File: src/rtl/starship_rom_pkg.sv
// starship_rom_pkg
// Shared definitions for the boot/mask ROM sequencer and arbiter:
//   - state_t  : sequencer FSM states (IDLE, READ, CAPT, RESP)
//   - ROM_AW   : word-index width of the ROM macro
//   - ROM_DW   : data width of the ROM macro
//   - DEF_BASE / DEF_DEPTH : default byte window base and word depth
package starship_rom_pkg;

    localparam int ROM_AW = 11;
    localparam int ROM_DW = 32;

    localparam logic [31:0] DEF_BASE  = 32'h0001_0000;
    localparam int unsigned DEF_DEPTH = 2048;

    typedef enum logic [1:0] {
        ST_IDLE = 2'd0,
        ST_READ = 2'd1,
        ST_CAPT = 2'd2,
        ST_RESP = 2'd3
    } state_t;

endpackage

File: src/rtl/starship_rom_rr_arb.sv
// starship_rom_rr_arb
// Two-way request arbiter for the ROM sequencer. Produces a one-hot (or
// zero) grant from the qualified request vector of the current cycle.
//
// Build option: STARSHIP_ROM_ARB_RR_EN
//   defined   : round-robin; a 1-bit pointer favours one port on ties and
//               moves to the other port after every grant.
//   undefined : fixed priority, port 0 wins ties, no pointer state.
//
// Ports:
//   clock      in   rising-edge clock
//   reset      in   asynchronous active-high reset (pointer -> port 0)
//   req_valid  in   [1:0] requests, already qualified by the caller
//   grant      out  [1:0] one-hot grant, combinational
module starship_rom_rr_arb (
    input  logic       clock,
    input  logic       reset,
    input  logic [1:0] req_valid,
    output logic [1:0] grant
);

`ifdef STARSHIP_ROM_ARB_RR_EN
    logic ptr_q;
    logic ptr_d;

    always_ff @(posedge clock or posedge reset) begin
        if (reset) begin
            ptr_q <= 1'b0;
        end else begin
            ptr_q <= ptr_d;
        end
    end

    always_comb begin
        grant = 2'b00;
        ptr_d = ptr_q;
        case (req_valid)
            2'b01:   grant = 2'b01;
            2'b10:   grant = 2'b10;
            2'b11:   grant = ptr_q ? 2'b10 : 2'b01;
            default: grant = 2'b00;
        endcase
        // After a grant to port p the pointer favours the other port.
        if (|grant) begin
            ptr_d = grant[0];
        end
    end
`else
    // Fixed priority has no state; clock and reset are kept on the port list
    // so the instantiation is identical in both builds.
    logic unused_clk_rst;
    assign unused_clk_rst = clock ^ reset;

    always_comb begin
        grant = 2'b00;
        case (req_valid)
            2'b01:   grant = 2'b01;
            2'b10:   grant = 2'b10;
            2'b11:   grant = 2'b01;
            default: grant = 2'b00;
        endcase
    end
`endif

endmodule

File: src/rtl/starship_rom_arbiter.sv
// starship_rom_arbiter
// Sequencer and two-port arbiter for the 2048 x 32 synchronous boot ROM
// macro. Accepts one request at a time, drives me/oe/address to the macro,
// captures the registered macro output and returns it on a valid/ready
// response channel. Out-of-window addresses return resp_err=1, data 0,
// without touching the macro.
//
// Build option: STARSHIP_ROM_ARB_RR_EN selects round-robin tie breaking in
// starship_rom_rr_arb; otherwise port 0 has fixed priority.
//
// Ports:
//   clock, reset         clock and asynchronous active-high reset
//   req_valid/req_ready  per-port request handshake (ready is combinational)
//   req_addr0/req_addr1  byte addresses, bits [1:0] ignored
//   resp_valid/ready     response handshake; resp_id/data/err registered
//   rom_me, rom_oe       macro enable / output enable (registered)
//   rom_address          macro word index (registered, holds when idle)
//   rom_q                macro data, only meaningful while rom_oe is high
module starship_rom_arbiter
    import starship_rom_pkg::*;
#(
    parameter logic [31:0] BASE  = DEF_BASE,
    parameter int unsigned DEPTH = DEF_DEPTH,
    parameter int          AW    = 32
) (
    input  logic              clock,
    input  logic              reset,
    input  logic [1:0]        req_valid,
    output logic [1:0]        req_ready,
    input  logic [AW-1:0]     req_addr0,
    input  logic [AW-1:0]     req_addr1,
    output logic              resp_valid,
    input  logic              resp_ready,
    output logic              resp_id,
    output logic [ROM_DW-1:0] resp_data,
    output logic              resp_err,
    output logic              rom_me,
    output logic              rom_oe,
    output logic [ROM_AW-1:0] rom_address,
    input  logic [ROM_DW-1:0] rom_q
);

    localparam logic [AW-1:0] BASE_A  = AW'(BASE);
    localparam logic [AW-1:0] DEPTH_A = AW'(DEPTH);

    state_t              state_q, state_d;
    logic                id_q, id_d;
    logic                err_q, err_d;
    logic [ROM_DW-1:0]   data_q, data_d;
    logic                resp_valid_q, resp_valid_d;
    logic                rom_me_q, rom_me_d;
    logic                rom_oe_q, rom_oe_d;
    logic [ROM_AW-1:0]   rom_addr_q, rom_addr_d;

    // Arbitration only happens in IDLE; reset also forces ready low so no
    // handshake can be seen while the block is held in reset.
    logic [1:0] arb_valid;
    logic [1:0] grant;
    logic       handshake;
    logic       sel_port;

    assign arb_valid = req_valid & {2{(state_q == ST_IDLE) && !reset}};

    starship_rom_rr_arb u_arb (
        .clock     (clock),
        .reset     (reset),
        .req_valid (arb_valid),
        .grant     (grant)
    );

    assign req_ready = grant;
    assign handshake = |grant;
    assign sel_port  = grant[1];

    // Range check: subtract in AW+1 bits so the top bit is the borrow.
    logic [AW-1:0] sel_addr;
    logic [AW:0]   diff;
    logic [AW-3:0] quot;
    logic          out_of_range;
    logic          unused_low_bits;

    assign sel_addr        = sel_port ? req_addr1 : req_addr0;
    assign diff            = {1'b0, sel_addr} - {1'b0, BASE_A};
    assign quot            = diff[AW-1:2];
    assign out_of_range    = diff[AW] || ({2'b00, quot} >= DEPTH_A);
    assign unused_low_bits = &{1'b0, diff[1:0]};

    always_comb begin
        state_d    = state_q;
        id_d       = id_q;
        err_d      = err_q;
        data_d     = data_q;
        rom_addr_d = rom_addr_q;
        case (state_q)
            ST_IDLE: begin
                if (handshake) begin
                    id_d   = sel_port;
                    err_d  = out_of_range;
                    data_d = '0;
                    if (out_of_range) begin
                        state_d = ST_RESP;
                    end else begin
                        state_d    = ST_READ;
                        rom_addr_d = quot[ROM_AW-1:0];
                    end
                end
            end
            ST_READ: state_d = ST_CAPT;
            ST_CAPT: begin
                // Macro output is driven during CAPT; capture at its end.
                data_d  = rom_q;
                state_d = ST_RESP;
            end
            ST_RESP: begin
                if (resp_ready) begin
                    state_d = ST_IDLE;
                end
            end
            default: state_d = ST_IDLE;
        endcase
        // Macro controls and response valid are registered, so they are
        // decoded from the state being entered.
        rom_me_d     = (state_d == ST_READ);
        rom_oe_d     = (state_d == ST_CAPT);
        resp_valid_d = (state_d == ST_RESP);
    end

    always_ff @(posedge clock or posedge reset) begin
        if (reset) begin
            state_q      <= ST_IDLE;
            id_q         <= 1'b0;
            err_q        <= 1'b0;
            data_q       <= '0;
            resp_valid_q <= 1'b0;
            rom_me_q     <= 1'b0;
            rom_oe_q     <= 1'b0;
            rom_addr_q   <= '0;
        end else begin
            state_q      <= state_d;
            id_q         <= id_d;
            err_q        <= err_d;
            data_q       <= data_d;
            resp_valid_q <= resp_valid_d;
            rom_me_q     <= rom_me_d;
            rom_oe_q     <= rom_oe_d;
            rom_addr_q   <= rom_addr_d;
        end
    end

    assign resp_valid  = resp_valid_q;
    assign resp_id     = id_q;
    assign resp_data   = data_q;
    assign resp_err    = err_q;
    assign rom_me      = rom_me_q;
    assign rom_oe      = rom_oe_q;
    assign rom_address = rom_addr_q;

endmodule

File: config.mk
export PLATFORM = sky130hd
export DESIGN_NAME = starship_rom_arbiter
export DESIGN_NICKNAME = d
export VERILOG_FILES = /design/src/rtl/starship_rom_pkg.sv /design/src/rtl/starship_rom_rr_arb.sv /design/src/rtl/starship_rom_arbiter.sv
export SDC_FILE = /design/constraint.sdc
export NUM_CORES = 1
export LEC_CHECK = 0
export CAP_MARGIN = 20
export CORE_UTILIZATION = 30
export DETAILED_ROUTE_END_ITERATION = 6
export DONT_BUFFER_PORTS = 1
export HOLD_SLACK_MARGIN = 0.03
export PLACE_DENSITY = 0.5
export SLEW_MARGIN = 20
export SYNTH_ARGS = -nofsm -noshare
export SYNTH_HDL_FRONTEND = slang
export SYNTH_SLANG_ARGS = --single-unit
File: constraint.sdc
create_clock -name clock -period 2.45 [get_ports clock]
set_input_delay 0.1225 -clock clock [delete_from_list [all_inputs] [get_ports clock]]
set_output_delay 0.1225 -clock clock [all_outputs]
set_load 0.01 [all_outputs]
== Yosys cells after proc, flatten, opt, wreduce, memory -nomap -nowiden ==
Index checks and enable logic that the tools add are counted.
Widths: inputs -> output; s select.
Word-level totals
  output and inout port bits: 50
  bits in registers: 50
  word-level logic and storage cells: 40
  bits of input ports: 101
Cells by class
  reduce and logical (&&, ||, !) cells: 10
  eq/ne operators: 10
  bitwise gates (word level): 2
  $lt $le $gt $ge: 1
  add/sub/neg operators: 1
  mux-type cells: 8
Operators with widths (number)
  $mux 32: 2
  $pmux 32 s2: 1
  $sub 32x17->33 const B: 1
  $ge 30x12->1 const B: 1
  $eq 2x2->1 const B: 6
  $pmux 2 s4: 1
  $eq 2x1->1 const B: 3
  $mux 2: 3
  $pmux 2 s2: 1
  $reduce_and 2->1: 2
  $reduce_or 2->1: 2
  $reduce_and 3->1: 1
  $and 2x2->2: 1
  $logic_not 2->1: 1
  $ne 2x2->1 const B: 1
  $reduce_bool 2->1: 1
  $logic_and 1x1->1: 1
  $logic_not 1->1: 1
  $logic_or 1x1->1: 1
  $not 1->1: 1

== Longest topological paths before layout ==
Gate-level depths: netlist (run 1).
  depth after elaboration: 14
  depth in mapped cells: 9
  gate-level depth less buffers: 7

== Cells and area by module ==
A second synthesis (run 1) with hierarchy kept.
Second synthesis, totals
  cell total of the unflattened synthesis: 193
  area, all modules: 2361.0 µm²
By module, submodules not included
  starship_rom_arbiter: times used 1, cells each 191, sequential area each 1251.2 µm², area each 2351.0 µm²
  starship_rom_rr_arb: times used 1, cells each 2, sequential area each 0.0 µm², area each 10.0 µm²

== Worst setup path before layout (run 1) ==
Ideal clock, no wire load.
  path kind: register -> register
  start: register state_q[1]
  end: register rom_addr_q[0], in the netlist rom_address[0]
  cell stages (with the launch flop): 9
  data arrival time: 2094 ps
  path slack: 231 ps
  path buffers: 1
  clock period less this slack: 2219 ps
  required time: 2325 ps
  library setup time: 125 ps
  cell sequence: dfrtp_1 nor3_4 nand2_4 clkinv_4 mux2i_1 a221oi_2 nor4_4 buf_6 mux2_4
Between the ends
  cells in the longest elaborated chain, start to end: 12
  elaborated cells between the ends (all ways): 15
  those cells by class: add/sub: 1; order compare: 1; eq/ne: 3; mux: 2; bitwise: 2; reduce/logical: 6
RTL lines
  start: declaration: RTL line starship_rom_arbiter.sv:46  | state_t state_q, state_d;
  start signal: assignment: RTL line starship_rom_arbiter.sv:139  | state_q <= state_d;
  $logic_not 2->1 (*): RTL line starship_rom_arbiter.sv:62, starship_rom_arbiter.sv:94
  $logic_and 1x1->1: RTL line starship_rom_arbiter.sv:62  | assign arb_valid = req_valid & {2{(state_q == ST_IDLE) && !reset}};
  $and 2x2->2: RTL line starship_rom_arbiter.sv:62
  $eq 2x1->1 / $eq 2x2->1 (equally long branches): RTL line starship_rom_rr_arb.sv:56  | case (req_valid)
  $reduce_or 2->1 (no source line)
  $pmux 2 s2: RTL line starship_rom_rr_arb.sv:56
  $mux 32: RTL line starship_rom_arbiter.sv:82  | assign sel_addr = sel_port ? req_addr1 : req_addr0;
  $sub 32x17->33: RTL line starship_rom_arbiter.sv:83  | assign diff = {1'b0, sel_addr} - {1'b0, BASE_A};
  $ge 30x12->1: RTL line starship_rom_arbiter.sv:85  | assign out_of_range = diff[AW] || ({2'b00, quot} >= DEPTH_A);
  $logic_or 1x1->1: RTL line starship_rom_arbiter.sv:85
  $not 1->1 (no source line)
  $reduce_and 3->1 (no source line)
  end signal: assignment: RTL line starship_rom_arbiter.sv:146  | rom_addr_q <= rom_addr_d;
  end: declaration: RTL line starship_rom_arbiter.sv:53  | logic [ROM_AW-1:0] rom_addr_q, rom_addr_d;
Every way passes the cells marked *; elsewhere a longest branch is shown, timed or not.
A chain may end at the register's enable or synchronous reset.

== Final worst setup path (run 1) ==
  start: register state_q[1]
  end: register rom_addr_q[9], in the netlist rom_address[9]
Same word-level chain as after synthesis.

==> impl_metrics.json, run 1 <==
{
  "status": "complete, no violations",
  "multiInputGateArea_um2": 1179,
  "yosysTopAreaCellShare": 0.5005,
  "dieWidth_um": 93.29,
  "synth_common_cells": "104 x nand2_1, 50 x dfrtp_1, 39 x nand3_1",
  "area_delta_synth_final_pct": 24.42,
  "yosysWarnings": 0,
  "clkPwrFrac": 0.184,
  "holdWs_ns": 0.04214,
  "synth.most_common_cell": "nand2_1",
  "synth-simple-area-share": 0.3509,
  "grt_pass1_vias": 2206,
  "ant_nets": 0,
  "syn_inst": 284,
  "vias_per_cell": 4.979,
  "seqCellArea_um2": 1251,
  "hold_path_class": "input pin to flop",
  "die-area_um2": 8702,
  "synth-compound-area-share": 0.04104,
  "track_usage": 0.1422,
  "drt_wl_total_um": 6298,
  "critPathLaunchType": "flop",
  "drv_slew": 0,
  "required_ns": 2.63,
  "layout_min_cycle_time_ns": 2.326,
  "place.gp.congestion": 0.7702,
  "cpPeakStageDelay_ns": 0.42,
  "relSlewSlack": 0.6795,
  "cts_tree": "yes",
  "arrival_ns": 2.51,
  "fin_crit_sh": 0.9493,
  "drc": 0,
  "drt_first_pass_iters": 4,
  "syn_area_um2": 2500,
  "critPathMaxFanout": 16,
  "net-switching-power_mw": 1.102,
  "final_layout_size_suffix_gt1_frac": 0.1238,
  "port_buffers": 0,
  "seqPwrFrac": 0.525,
  "synthXorXnorAreaFrac": 0,
  "synth_top_family_by_area": "simple AND/OR/NAND/NOR gates",
  "fp.dieH_um": 93.29,
  "grt_pass1_wl_um": 9811,
  "place_inst": 382,
  "worstMarginPinSlew_ns": 0.4757,
  "yosys_most_used_dff": "dfrtp_1",
  "power_density_nw_per_um2": 891.5,
  "synth_top_cell_by_area": "dfrtp_1",
  "rows": 32,
  "netlist_top_cells_area": "dfrtp_1 50%, nand2_1 16%, nand3_1 7.8%",
  "ioPinCount": 151,
  "switching_share": 0.3975,
  "max_freq_mhz": 430.0,
  "whs_path_depth": 3,
  "insertion_delay_ns": 0.30,
  "drv_cap": 0,
  "clkSinkCount": 50,
  "synth-edff-count": 0,
  "fin_skew_ns": 0.01021,
  "drt_iter0_markers": 41,
  "rsz0062_at_grt": "no",
  "synthMuxAreaShare": 0.07558,
  "synth-async-reset-ratio": 1.000,
  "hold_viol": 0,
  "total_power_mw": 2.773,
  "cts.clk_slew.worst_paths_ns": 0.10,
  "setup_tns_ns": 0,
  "path_class": "flop to flop",
  "p_leak_nw": 1.463,
  "grt_max_degree": 37,
  "setup_viol": 0,
  "start_util": 0.3169,
  "via_count": 2116,
  "fill_cells": 796,
  "synth_seq_area_share": 0.5005,
  "nets": 423,
  "htree_levels": 2,
  "num_antenna_cells": 0,
  "grt-ovfl-total": 0,
  "ir_worst_vdd_v": 0.0002619,
  "clk_path_buf_depth": 2,
  "detail_route.wl_per_cell_um": 14.82,
  "cp_cell_sequence": "nor3_4 > nand2_4 > clkinv_4 > buf_4 > nor3_1 > o21ai_0 > nor4_4 > buf_12 > mux2_1",
  "internal_power_mw": 1.671,
  "antenna_found_initial": 0,
  "dpl_cell_area_um2": 2658,
  "ys_seq_elements": 50,
  "r2r_cells": 9,
  "syn_nets": 385,
  "synth_adder_area_share": 0,
  "critPathCaptureType": "flop",
  "cts_buffers": 5,
  "final_cells": 425,
  "stdcell_area_um2": 3110,
  "hpwl_um": 4563,
  "comb_power_share": 0.290,
  "slowest_stage": "dfrtp_1",
  "root_buffer": "clkbuf_8",
  "core_um2": 7888,
  "synth_cell_types": 35,
  "synth.avg_cell_area_um2": 8.802
}
[cell usage in the layout (no fill, tap or decap), drive strengths merged]
master,Yosys,routed
clkinvlp,0,1
o31ai,1,1
a221oi,1,1
nand2b,1,1
nor3,10,10
and4,1,1
nand3,39,39
nand2,105,105
buf,2,10
nor2,10,10
a21oi,5,5
dlygate4sd3,0,35
mux2i,2,2
or3,1,1
and2b,1,1
inv,2,3
a31oi,1,1
nand4b,2,2
clkbuf,12,6
and2,1,1
dfrtp,50,50
nand4,2,2
nor2b,2,2
mux2,12,12
o41ai,1,1
clkinv,1,1
o21ai,7,7
nor4,10,10
nor4b,2,2
[what timing repair did]
item | CTS | global route
resized for setup | 0 | 1
hold endpoints to repair | 50 | 0
hold buffers | 35 | 0
setup buffers | 0 | 0
setup endpoints to repair | 0 | 11
[final cells by class]
| type | instances | share of cell area |
|---|---|---|
| flip-flops and latches | 50 | 0.4023 |
| clock buffers | 6 | 0.02655 |
| well taps | 102 | 0.04103 |
| clock inverters | 2 | 0.005229 |
| repair buffers | 45 | 0.1408 |
| inverters | 3 | 0.005229 |
| multi-input cells | 217 | 0.3789 |
[stage by stage]
stage	worst slack, ns	util
finish	0.1242	0.3944
global route	0.008010	0.3944
CTS	0.05500	0.3939
detailed placement	0.08093	0.3369
global placement	0.2158	0.3369
floorplan	0.2307	-
[power by group through the flow]
| stage | registers [mW] | logic (mW) | clock network [mW] |
|---|---|---|---|
| after floorplan | 1.42 | 0.585 | 0 |
| after global placement | 1.47 | 0.751 | 0 |
| after detailed placement | 1.48 | 0.772 | 0 |
| after CTS | 1.46 | 0.820 | 0.541 |
| after global routing | 1.49 | 0.917 | 0.568 |
| final | 1.46 | 0.806 | 0.510 |
[routing by layer]
layer	vias to the layer above	GRT usage	wire length (um)	part of all wire
li1	1035	-	-	-
met1	977	0.1519	2543	0.40
met2	95	0.2610	3118	0.50
met3	9	0.04146	504	0.080
met4	0	0.05641	130	0.021
met5	-	0	0	0
[state kept, by name, indices dropped and copies added, names as in the netlist]
register / cells
resp_data: 32
resp_err: 1
resp_id: 1
resp_valid: 1
rom_address: 11
rom_me: 1
rom_oe: 1
state_q: 2
[worst max-delay path, delay by kind of cell (launching register included)]
family / cells / cell delay, ns
simple gates: 4 / 0.57
buf+inv: 3 / 0.49
flops: 1 / 0.42
compound gates: 1 / 0.41
mux: 1 / 0.31
[worst paths after layout]
check,from,slack (ns),end
max,state_q[1],0.12,rom_address[9]
min in group asynchronous,reset,0.26,state_q[1]
min reg2reg,resp_data[0],0.57,resp_data[0]
max reg2reg,state_q[1],0.12,rom_address[9]
max in group asynchronous,reset,1.62,resp_data[14]
min,req_addr1[12],0.04,rom_address[10]
[logic make-up after synthesis]
group           count (synthesis)
flops                          50
buf+inv                        17
mux                            14
simple gates                  187
compound gates                 16
(Power assumes the default switching activity.)
==> run 2, diff against run 1 <==
CTS_BUF_LIST = sky130_fd_sc_hd__clkbuf_2   (was not set)
==> run 2 against run 1 <==
  * First-iteration DRC count rose by 24%
  * Maximum frequency rose by 0.70%
  * Cell count rose by 6.1%
  * Critical path depth did not move
  * Largest power group unchanged
  * Highest routed layer unchanged
==> impl_metrics.json, run 2 (same netlist as run 1, synthesis figures left out) <==
{
  "hold_viol": 0,
  "grt_pass1_wl_um": 10540,
  "place.gp.congestion": 0.7702,
  "final_cell_mix": "104 x nand2_1, 60 x dlygate4sd3_1, 50 x dfrtp_1",
  "path_class": "flop to flop",
  "drv_cap": 0,
  "setup_viol": 0,
  "layout_min_cycle_time_ns": 2.310,
  "relSlewSlack": 0.6818,
  "internal_power_mw": 1.553,
  "grt_max_degree": 37,
  "stdcell_area_um2": 3314,
  "clkPwrFrac": 0.125,
  "area_delta_synth_final_pct": 32.58,
  "seqCellArea_um2": 1251,
  "grt_pass1_vias": 2300,
  "total_power_mw": 2.657,
  "insertion_delay_ns": 0.41,
  "fin_skew_ns": 0.02173,
  "rsz0062_at_grt": "no",
  "cpPeakStageDelay_ns": 0.47,
  "dpl_cell_area_um2": 2658,
  "crit_cells": 9,
  "r2r-end": "rom_address[9]",
  "worstMarginPinSlew_ns": 0.4723,
  "core_um2": 7888,
  "dieWidth_um": 93.29,
  "cts_buffers": 5,
  "drt_wl_total_um": 6696,
  "final_layout_size_suffix_gt1_frac": 0.1146,
  "port_buffers": 0,
  "ant_nets": 0,
  "crit_end": "rom_address[9]",
  "vias_per_cell": 4.925,
  "layout_commonest_cell": "nand2_1",
  "hold_path_class": "input pin to flop",
  "htree_levels": 2,
  "ioPinCount": 151,
  "timing.rr.start": "state_q[0]",
  "ir_worst_vdd_v": 0.0002570,
  "fill_cells": 791,
  "status": "complete, no violations",
  "detail_route.wl_per_cell_um": 14.85,
  "critical_path.top_delay_family": "simple AND/OR/NAND/NOR gates",
  "root_buffer": "clkbuf_2",
  "start_util": 0.3169,
  "setup_tns_ns": 0,
  "dr_wl_met2_um": 3424,
  "clkSinkCount": 50,
  "cts_tree": "yes",
  "num_antenna_cells": 0,
  "slowest_stage": "dfrtp_1",
  "r2r_cells": 9,
  "drt_iter0_markers": 51,
  "p_leak_nw": 1.553,
  "finish.utilization": 0.4202,
  "net-switching-power_mw": 1.104,
  "antenna_found_initial": 0,
  "cp_cell_sequence": "nor3_4 > nand2_4 > clkinv_4 > buf_4 > nor3_1 > o21ai_0 > nor4_4 > buf_12 > mux2_1",
  "path_buf_inv": 3,
  "largest_reg_flops": 32,
  "power_density_nw_per_um2": 801.7,
  "max_freq_mhz": 433.0,
  "clk_path_buf_depth": 2,
  "arrival_ns": 2.62,
  "die-area_um2": 8702,
  "fp.dieH_um": 93.29,
  "switching_share": 0.4156,
  "hpwl_um": 4563,
  "critPathLaunchType": "flop",
  "rows": 32,
  "drt_first_pass_iters": 4,
  "drv_slew": 0,
  "top_layer": "met4",
  "fin_crit_sh": 0.9427,
  "nets": 449,
  "required_ns": 2.76,
  "comb_power_share": 0.326,
  "crit_start": "state_q[0]",
  "multiInputGateArea_um2": 1179,
  "via_count": 2221,
  "track_usage": 0.1525,
  "critPathCaptureType": "flop",
  "seqPwrFrac": 0.548,
  "cts.clk_slew.worst_paths_ns": 0.25,
  "wirelength_met1_um": 2622,
  "wl_met3_um": 497,
  "worst-r2r-setup-slack_ns": 0.14,
  "grt-ovfl-total": 0,
  "drc": 0,
  "critPathMaxFanout": 16
}
run 2: metal layers:
metal / track usage / vias to the layer above
met2: 0.2862 / 99
li1: - / 1089
met3: 0.04146 / 12
met1: 0.1619 / 1021
met5: 0 / -
met4: 0.05513 / 0
run 2: cell type report:
type	count	area share
repair buffers	71	0.2099
clock buffers	5	0.007550
inverters	3	0.004908
flip-flops and latches	50	0.3775
multi-input cells	217	0.3556
well taps	102	0.03850
clock inverters	3	0.006040
run 2: power by group through the flow:
stage                     combinational (mW)  sequential [mW]  clock, mW
after global placement                 0.751             1.47          0
after global routing                   0.983             1.49      0.391
after detailed placement               0.772             1.48          0
after CTS                              0.872             1.46      0.364
after floorplan                        0.585             1.42          0
final                                  0.867             1.46      0.332
run 2: worst reg2reg max path, delay by kind of cell, from the launching register on:
family,cells,cell delay [ns]
buf+inv,3,0.49
mux,1,0.31
compound gates,1,0.41
flops,1,0.47
simple gates,4,0.53
run 2: worst min path at each step:
stage | slack (ns) | start | cells past startpoint | endpoint
floorplan | 0.23 | rom_q[0] | 2 | resp_data[0]
detailed placement | 0.02 | reset | 1 | state_q[0]
global route | 0.09 | req_valid[0] | 3 | state_q[0]
global placement | 0.02 | reset | 1 | state_q[0]
CTS | 0.08 | req_addr1[26] | 4 | state_q[1]
finish | 0.11 | req_addr1[26] | 4 | state_q[1]
run 2: per-stage QoR:
stage | setup WS (ns) | std cells | hold WS [ns]
after floorplan | 0.2307 | 284 | 0.2279
after global placement | 0.2158 | 382 | 0.01590
after detailed placement | 0.08093 | 382 | 0.01694
after CTS | 0.02173 | 450 | 0.08354
after global routing | 0.02370 | 451 | 0.08802
final | 0.1404 | 451 | 0.1124
run 2: repair_timing:
| action | 4_1_cts | 5_1_grt |
|---|---|---|
| endpoints found under the setup margin | 0 | 11 |
| setup buffers | 0 | 1 |
| hold endpoints to repair | 98 | 0 |
| resized for setup | 0 | 1 |
| hold buffers | 60 | 0 |
